--- src/rtl/div_pkg.sv ---
// Shared types and constants for the sequential restoring divider.
package div_pkg;

  typedef enum logic [1:0] {
    IDLE,
    RUN,
    DONE
  } state_e;

  localparam int unsigned DIV_N_DEF = 4;

  function automatic int unsigned cnt_w(input int unsigned n);
    return $clog2(n + 1);
  endfunction

  localparam int unsigned CNT_W_DEF = cnt_w(DIV_N_DEF);

endpackage

--- src/rtl/div_step.sv ---
// One restoring-division step: shift in a dividend bit, trial-subtract, restore on borrow.
module div_step
  import div_pkg::*;
#(
  parameter int unsigned N = DIV_N_DEF
) (
  input  logic [N-1:0] partial_rem,
  input  logic         dvd_bit,
  input  logic [N-1:0] divisor,
  output logic [N-1:0] new_rem,
  output logic         q_bit
);

  logic [N:0] shifted;
  logic [N:0] trial;

  // partial_rem < divisor holds on entry, so bit N of the trial is a valid sign.
  always_comb begin
    shifted = {partial_rem, dvd_bit};
    trial   = shifted - {1'b0, divisor};
    q_bit   = ~trial[N];
    new_rem = q_bit ? trial[N-1:0] : shifted[N-1:0];
  end

endmodule

--- src/rtl/div4_seq.sv ---
// Sequential unsigned restoring divider, one quotient bit per clock, MSB first.
// Optional macro DIV4_DBZ_FLAG_EN adds a dbz output and a fast divide-by-zero path.
module div4_seq
  import div_pkg::*;
#(
  parameter int unsigned N = DIV_N_DEF
) (
  input  logic         clk,
  input  logic         reset,
  input  logic         start,
  input  logic [N-1:0] dividend,
  input  logic [N-1:0] divisor,
  output logic         busy,
  output logic         done,
`ifdef DIV4_DBZ_FLAG_EN
  output logic         dbz,
`endif
  output logic [N-1:0] quotient,
  output logic [N-1:0] remainder
);

  localparam int unsigned CW = cnt_w(N);

  state_e        state_q;
  logic [N-1:0]  dvd_q;
  logic [N-1:0]  dvs_q;
  logic [N-1:0]  prem_q;
  logic [N-2:0]  qw_q;
  logic [CW-1:0] cnt_q;
  logic          busy_q;
  logic          done_q;
  logic [N-1:0]  quot_q;
  logic [N-1:0]  rem_q;
`ifdef DIV4_DBZ_FLAG_EN
  logic          dbz_q;
`endif

  logic [N-1:0]  rem_d;
  logic          qbit_d;
  logic [N-1:0]  quot_d;

  div_step #(.N(N)) u_step (
    .partial_rem (prem_q),
    .dvd_bit     (dvd_q[N-1]),
    .divisor     (dvs_q),
    .new_rem     (rem_d),
    .q_bit       (qbit_d)
  );

  assign quot_d = {qw_q, qbit_d};

  always_ff @(posedge clk) begin
    if (reset) begin
      state_q <= IDLE;
      dvd_q   <= '0;
      dvs_q   <= '0;
      prem_q  <= '0;
      qw_q    <= '0;
      cnt_q   <= '0;
      busy_q  <= 1'b0;
      done_q  <= 1'b0;
      quot_q  <= '0;
      rem_q   <= '0;
`ifdef DIV4_DBZ_FLAG_EN
      dbz_q   <= 1'b0;
`endif
    end else begin
      case (state_q)
        IDLE: begin
          if (start) begin
            dvd_q  <= dividend;
            dvs_q  <= divisor;
            prem_q <= '0;
            qw_q   <= '0;
            cnt_q  <= '0;
            busy_q <= 1'b1;
            state_q <= RUN;
`ifdef DIV4_DBZ_FLAG_EN
            if (divisor == '0) begin
              state_q <= DONE;
              done_q  <= 1'b1;
              dbz_q   <= 1'b1;
              quot_q  <= '1;
              rem_q   <= dividend;
            end
`endif
          end
        end
        RUN: begin
          prem_q <= rem_d;
          dvd_q  <= {dvd_q[N-2:0], 1'b0};
          qw_q   <= quot_d[N-2:0];
          cnt_q  <= cnt_q + 1'b1;
          if (cnt_q == CW'(N - 1)) begin
            state_q <= DONE;
            done_q  <= 1'b1;
            quot_q  <= quot_d;
            rem_q   <= rem_d;
          end
        end
        DONE: begin
          state_q <= IDLE;
          done_q  <= 1'b0;
          busy_q  <= 1'b0;
`ifdef DIV4_DBZ_FLAG_EN
          dbz_q   <= 1'b0;
`endif
        end
        default: state_q <= IDLE;
      endcase
    end
  end

  assign busy      = busy_q;
  assign done      = done_q;
  assign quotient  = quot_q;
  assign remainder = rem_q;
`ifdef DIV4_DBZ_FLAG_EN
  assign dbz       = dbz_q;
`endif

endmodule

--- config.mk ---
export PLATFORM = sky130hd
export DESIGN_NAME = div4_seq
export DESIGN_NICKNAME = d
export VERILOG_FILES = /design/src/rtl/div_pkg.sv /design/src/rtl/div_step.sv /design/src/rtl/div4_seq.sv
export SDC_FILE = /design/constraint.sdc
export NUM_CORES = 1
export LEC_CHECK = 0
export ABC_AREA = 1
export CORE_MARGIN = 10
export CORE_UTILIZATION = 31
export DETAILED_ROUTE_END_ITERATION = 8
export HOLD_SLACK_MARGIN = 0.12
export PLACE_DENSITY = 0.63
export SETUP_SLACK_MARGIN = 0.2
export SYNTH_ARGS = -nofsm -noshare
export SYNTH_HDL_FRONTEND = slang
export SYNTH_SLANG_ARGS = --single-unit
--- constraint.sdc ---
create_clock -name clk -period 2.3 [get_ports clk]
set_input_delay 0.345 -clock clk [delete_from_list [all_inputs] [get_ports clk]]
set_output_delay 0.345 -clock clk [all_outputs]
set_load 0.02 [all_outputs]
==> impl_results.md <==
- DR DRC count: 0
- Crit-path max FO: 6
- First-pass GRT wire length: between 5 and 6 mm
- Peak Freq: 563 MHz
- Routed WL: 3.02 mm
- Mapped Area: 1420 um^2
- Cell Pwr Density: slightly above 700 nW/um^2
- Status: complete, no violations
- Seq pwr share: 45.6%
- Post-Synth Simple-Gate Area: 27.2%
- Yosys reg bits: 30
- Routed len/inst: 11.9 um
- Met2 usage: 13.1%
- GP Congestion: 0.821
- RSZ-0062 raised after global routing: false
- Post-DP HPWL: 2.23 mm
- Cell Int Power: 859 uW
- Syn-to-layout area delta: 22.8%
- IO Pins: 21
- Largest family of logic cells by synthesized area: simple AND/OR/NAND/NOR gates
- Mux share of post-synthesis cell area: 0%
- Final period utilization: about 77%
- Switching Share: between 30% and 40%
- Synth Area in Compound Gates: around 15%
- Critical path class: flip-flop to flip-flop
- Initial core utilization: about a third
- Die area: slightly below 8000 um^2
- Share of layout cells above drive strength 1: between 10% and 20%
- Layout Skew: 3.64 ps
- Final hold vios: 0
- Final min period: around 1800 ps
- Setup TNS: 0 ps
- DIE HEIGHT: 87.8 um
- Critical Path AT: 1960 ps
- Worst slew pin tran: around 440 ps
- CP startpoint kind: flip-flop
- Psw: approximately 370 uW
- Adder-Cell Fraction of Synth Area: 6.68%
- YS warnings: 0
- GRT met1 Usage: 10.9%
- Worst-skew pair later-pin latency: 280 ps
- Largest net degree at the start of global routing: 16
- GRT met3 Usage: 3.71%
- Netlist cell types: 29
- Tot GR Track Use: slightly below 9%
- Antenna diodes: 0
- Max-cap violations: 0
- Cell leakage power: 0.000792 uW
- H-tree depth: 2
- Initial DRC Count: 47
- Die Wd: 87.8 um
- GRT Max-Usage Layer: met2
- Seq/Total Area, Yosys: 42.2%
- Core Footprint: about 4400 um^2
- Cells after Synth: 178
- Synthesized Nets: between 150 and 200
- Nets: around 220
- Num CTS Buffers: 5
- Design Power: 1230 uW
- Post-synthesis xor/xnor area fraction: 0.615%
- CP Capture Type: flip-flop
- Combinational power share: 22.6%
- CTS Hold Buffers Added: 0
- CTS tree: yes
- CP Data Required Time: approximately 2500 ps
- Post-route ant nets: 0
- CTS resizes: 0
- Final setup fails: 0
- Mean cell area of the mapped netlist: 8.00 um^2
- Pre-antenna DRT Iters: 4
- Post-route setup slack: between 500 and 600 ps
- Post-layout util: 39.6%
- Worst IR Drop VDD: 0.271 mV
- Clock tree buffer depth: 2
- Pre-CTS setup slack: between 500 and 600 ps
- Tightest Hold Check Type: flip-flop to flip-flop
- Area post-placement: 1670 um^2
- Root Buffer: clkbuf_8
- Reg clk slew, reported paths: 60 ps
- Clk pwr share: 31.8%
- PortBufs: 20
- Slew margin rel.: 70.3%
- Total gr overflow: 0
- Via count: 1138
- Setup Fix Bufs, Post-CTS: 0
- Cell area after layout: 1750 um^2
- Max-slew violation count: 0
- Initial antenna violation count: 0
- Row cnt: 24
- Vias/cell: 4.50
- CTS sink count: 30
- Vias in the first global route: 1169
==> layout by cell type (no fill, tap or decap) <==
cell and instances:
a21o_1 3, a21oi_1 19, a21oi_2 1, buf_4 1, clkbuf_8 5, clkdlybuf4s50_1 20
clkinv_2 2, dfxtp_1 30, fa_1 1, ha_1 6, inv_1 19, inv_2 4
inv_4 1, nand2_1 41, nand2_2 4, nand2_4 3, nand3_1 10, nand3b_1 2
nand3b_4 1, nor2_1 6, nor2_4 1, nor2_8 2, o211ai_1 2, o21ai_0 12
o21ai_1 1, o21bai_1 1, or2_0 1, or2_4 1, xor2_1 1
==> per-layer routing <==
| layer | vias to the layer above | part of all wire [%] |
|---|---|---|
| met4 | 0 | 2.2 |
| met1 | 497 | 48 |
| met5 | - | 0 |
| met2 | 21 | 44 |
| met3 | 4 | 6.2 |
| li1 | 616 | - |
==> Yosys cell counts <==
| library cell | number | area, um^2 |
|---|---|---|
| a21o_1 | 3 | 22.5 |
| nor2_1 | 6 | 22.5 |
| o21ai_0 | 12 | 60.1 |
| inv_1 | 19 | 71.3 |
| nor2_8 | 2 | 40.0 |
| nor2_4 | 1 | 11.3 |
| ha_1 | 6 | 75.1 |
| inv_4 | 1 | 6.26 |
| nand2_1 | 41 | 154 |
| nand3b_1 | 2 | 15.0 |
| fa_1 | 1 | 20.0 |
| xor2_1 | 1 | 8.76 |
| inv_2 | 4 | 15.0 |
| buf_2 | 2 | 10.0 |
| nand2_4 | 3 | 33.8 |
| clkbuf_1 | 1 | 3.75 |
| a21oi_1 | 19 | 95.1 |
| nand3_1 | 10 | 50.1 |
| dfxtp_1 | 30 | 601 |
| or2_0 | 1 | 6.26 |
| buf_4 | 1 | 7.51 |
| a21oi_2 | 1 | 8.76 |
| nand2_2 | 4 | 25.0 |
| o21bai_1 | 1 | 7.51 |
| or2_4 | 1 | 8.76 |
| o211ai_1 | 2 | 15.0 |
| o21ai_1 | 1 | 5.00 |
| nand3b_4 | 1 | 20.0 |
| clkbuf_2 | 1 | 5.00 |
==> critical path: stages (launching register included) <==
cell	delay, ps
dfxtp_1	290
inv_1	80
ha_1	150
inv_1	60
fa_1	400
nand2_1	90
nand2_2	80
nand2_2	80
nand2_4	70
nand2_4	90
nand2_1	70
nand2_1	70
a21o_1	110
inv_1	30
==> sequential cells by signal (all words and copies together), names as in the netlist <==
name	count
prem_q	4
cnt_q	3
done	1
qw_q	3
remainder	4
state_q	2
busy	1
dvd_q	4
quotient	4
dvs_q	4
==> through the flow <==
stage               instances  hold slack [ps]
floorplan                 178              428
global placement          246              451
detailed placement        246              457
CTS                       253              466
global route              253              488
finish                    253              464
==> kinds of logic (layout without fill, tap and decap cells) <==
kind of cell | after synthesis | after routing
and+or+nand+nor | 72 | 72
AOI/OAI and AO/OA | 39 | 39
xor gates and xnor gates | 1 | 1
adders and majority gates | 7 | 7
buffers and inverters | 29 | 52
DFF | 30 | 30
==> path summary, 6_finish.rpt <==
kind	to	cells past startpoint	slack, ps	startpoint
setup / recovery	remainder[0]$_SDFFE_PP0P_	13	520	dvd_q[3]$_SDFFE_PP0P_
hold / removal	dvs_q[3]$_SDFFE_PP0P_	2	460	dvs_q[3]$_SDFFE_PP0P_
setup reg to reg	remainder[0]$_SDFFE_PP0P_	13	520	dvd_q[3]$_SDFFE_PP0P_
hold reg to reg	dvs_q[3]$_SDFFE_PP0P_	2	460	dvs_q[3]$_SDFFE_PP0P_
==> area by class of cell <==
class / instances / area (um^2)
sequential: 30 / 601
inverter: 24 / 92.6
fill: 464 / 2670
timing repair buffer: 21 / 208
tap: 52 / 65.1
clock buffer: 5 / 68.8
multi-input combinational: 119 / 704
clock inverter: 2 / 10.0
==> power groups by stage <==
stage / clock [uW] / combinational [uW] / sequential [uW]
2_1_floorplan: 0 / 217 / 571
3_3_place_gp: 0 / 276 / 573
3_5_place_dp: 0 / 279 / 573
4_1_cts: 413 / 281 / 562
5_1_grt: 438 / 322 / 565
6_report: 392 / 278 / 562
(Power assumes the default switching activity.)
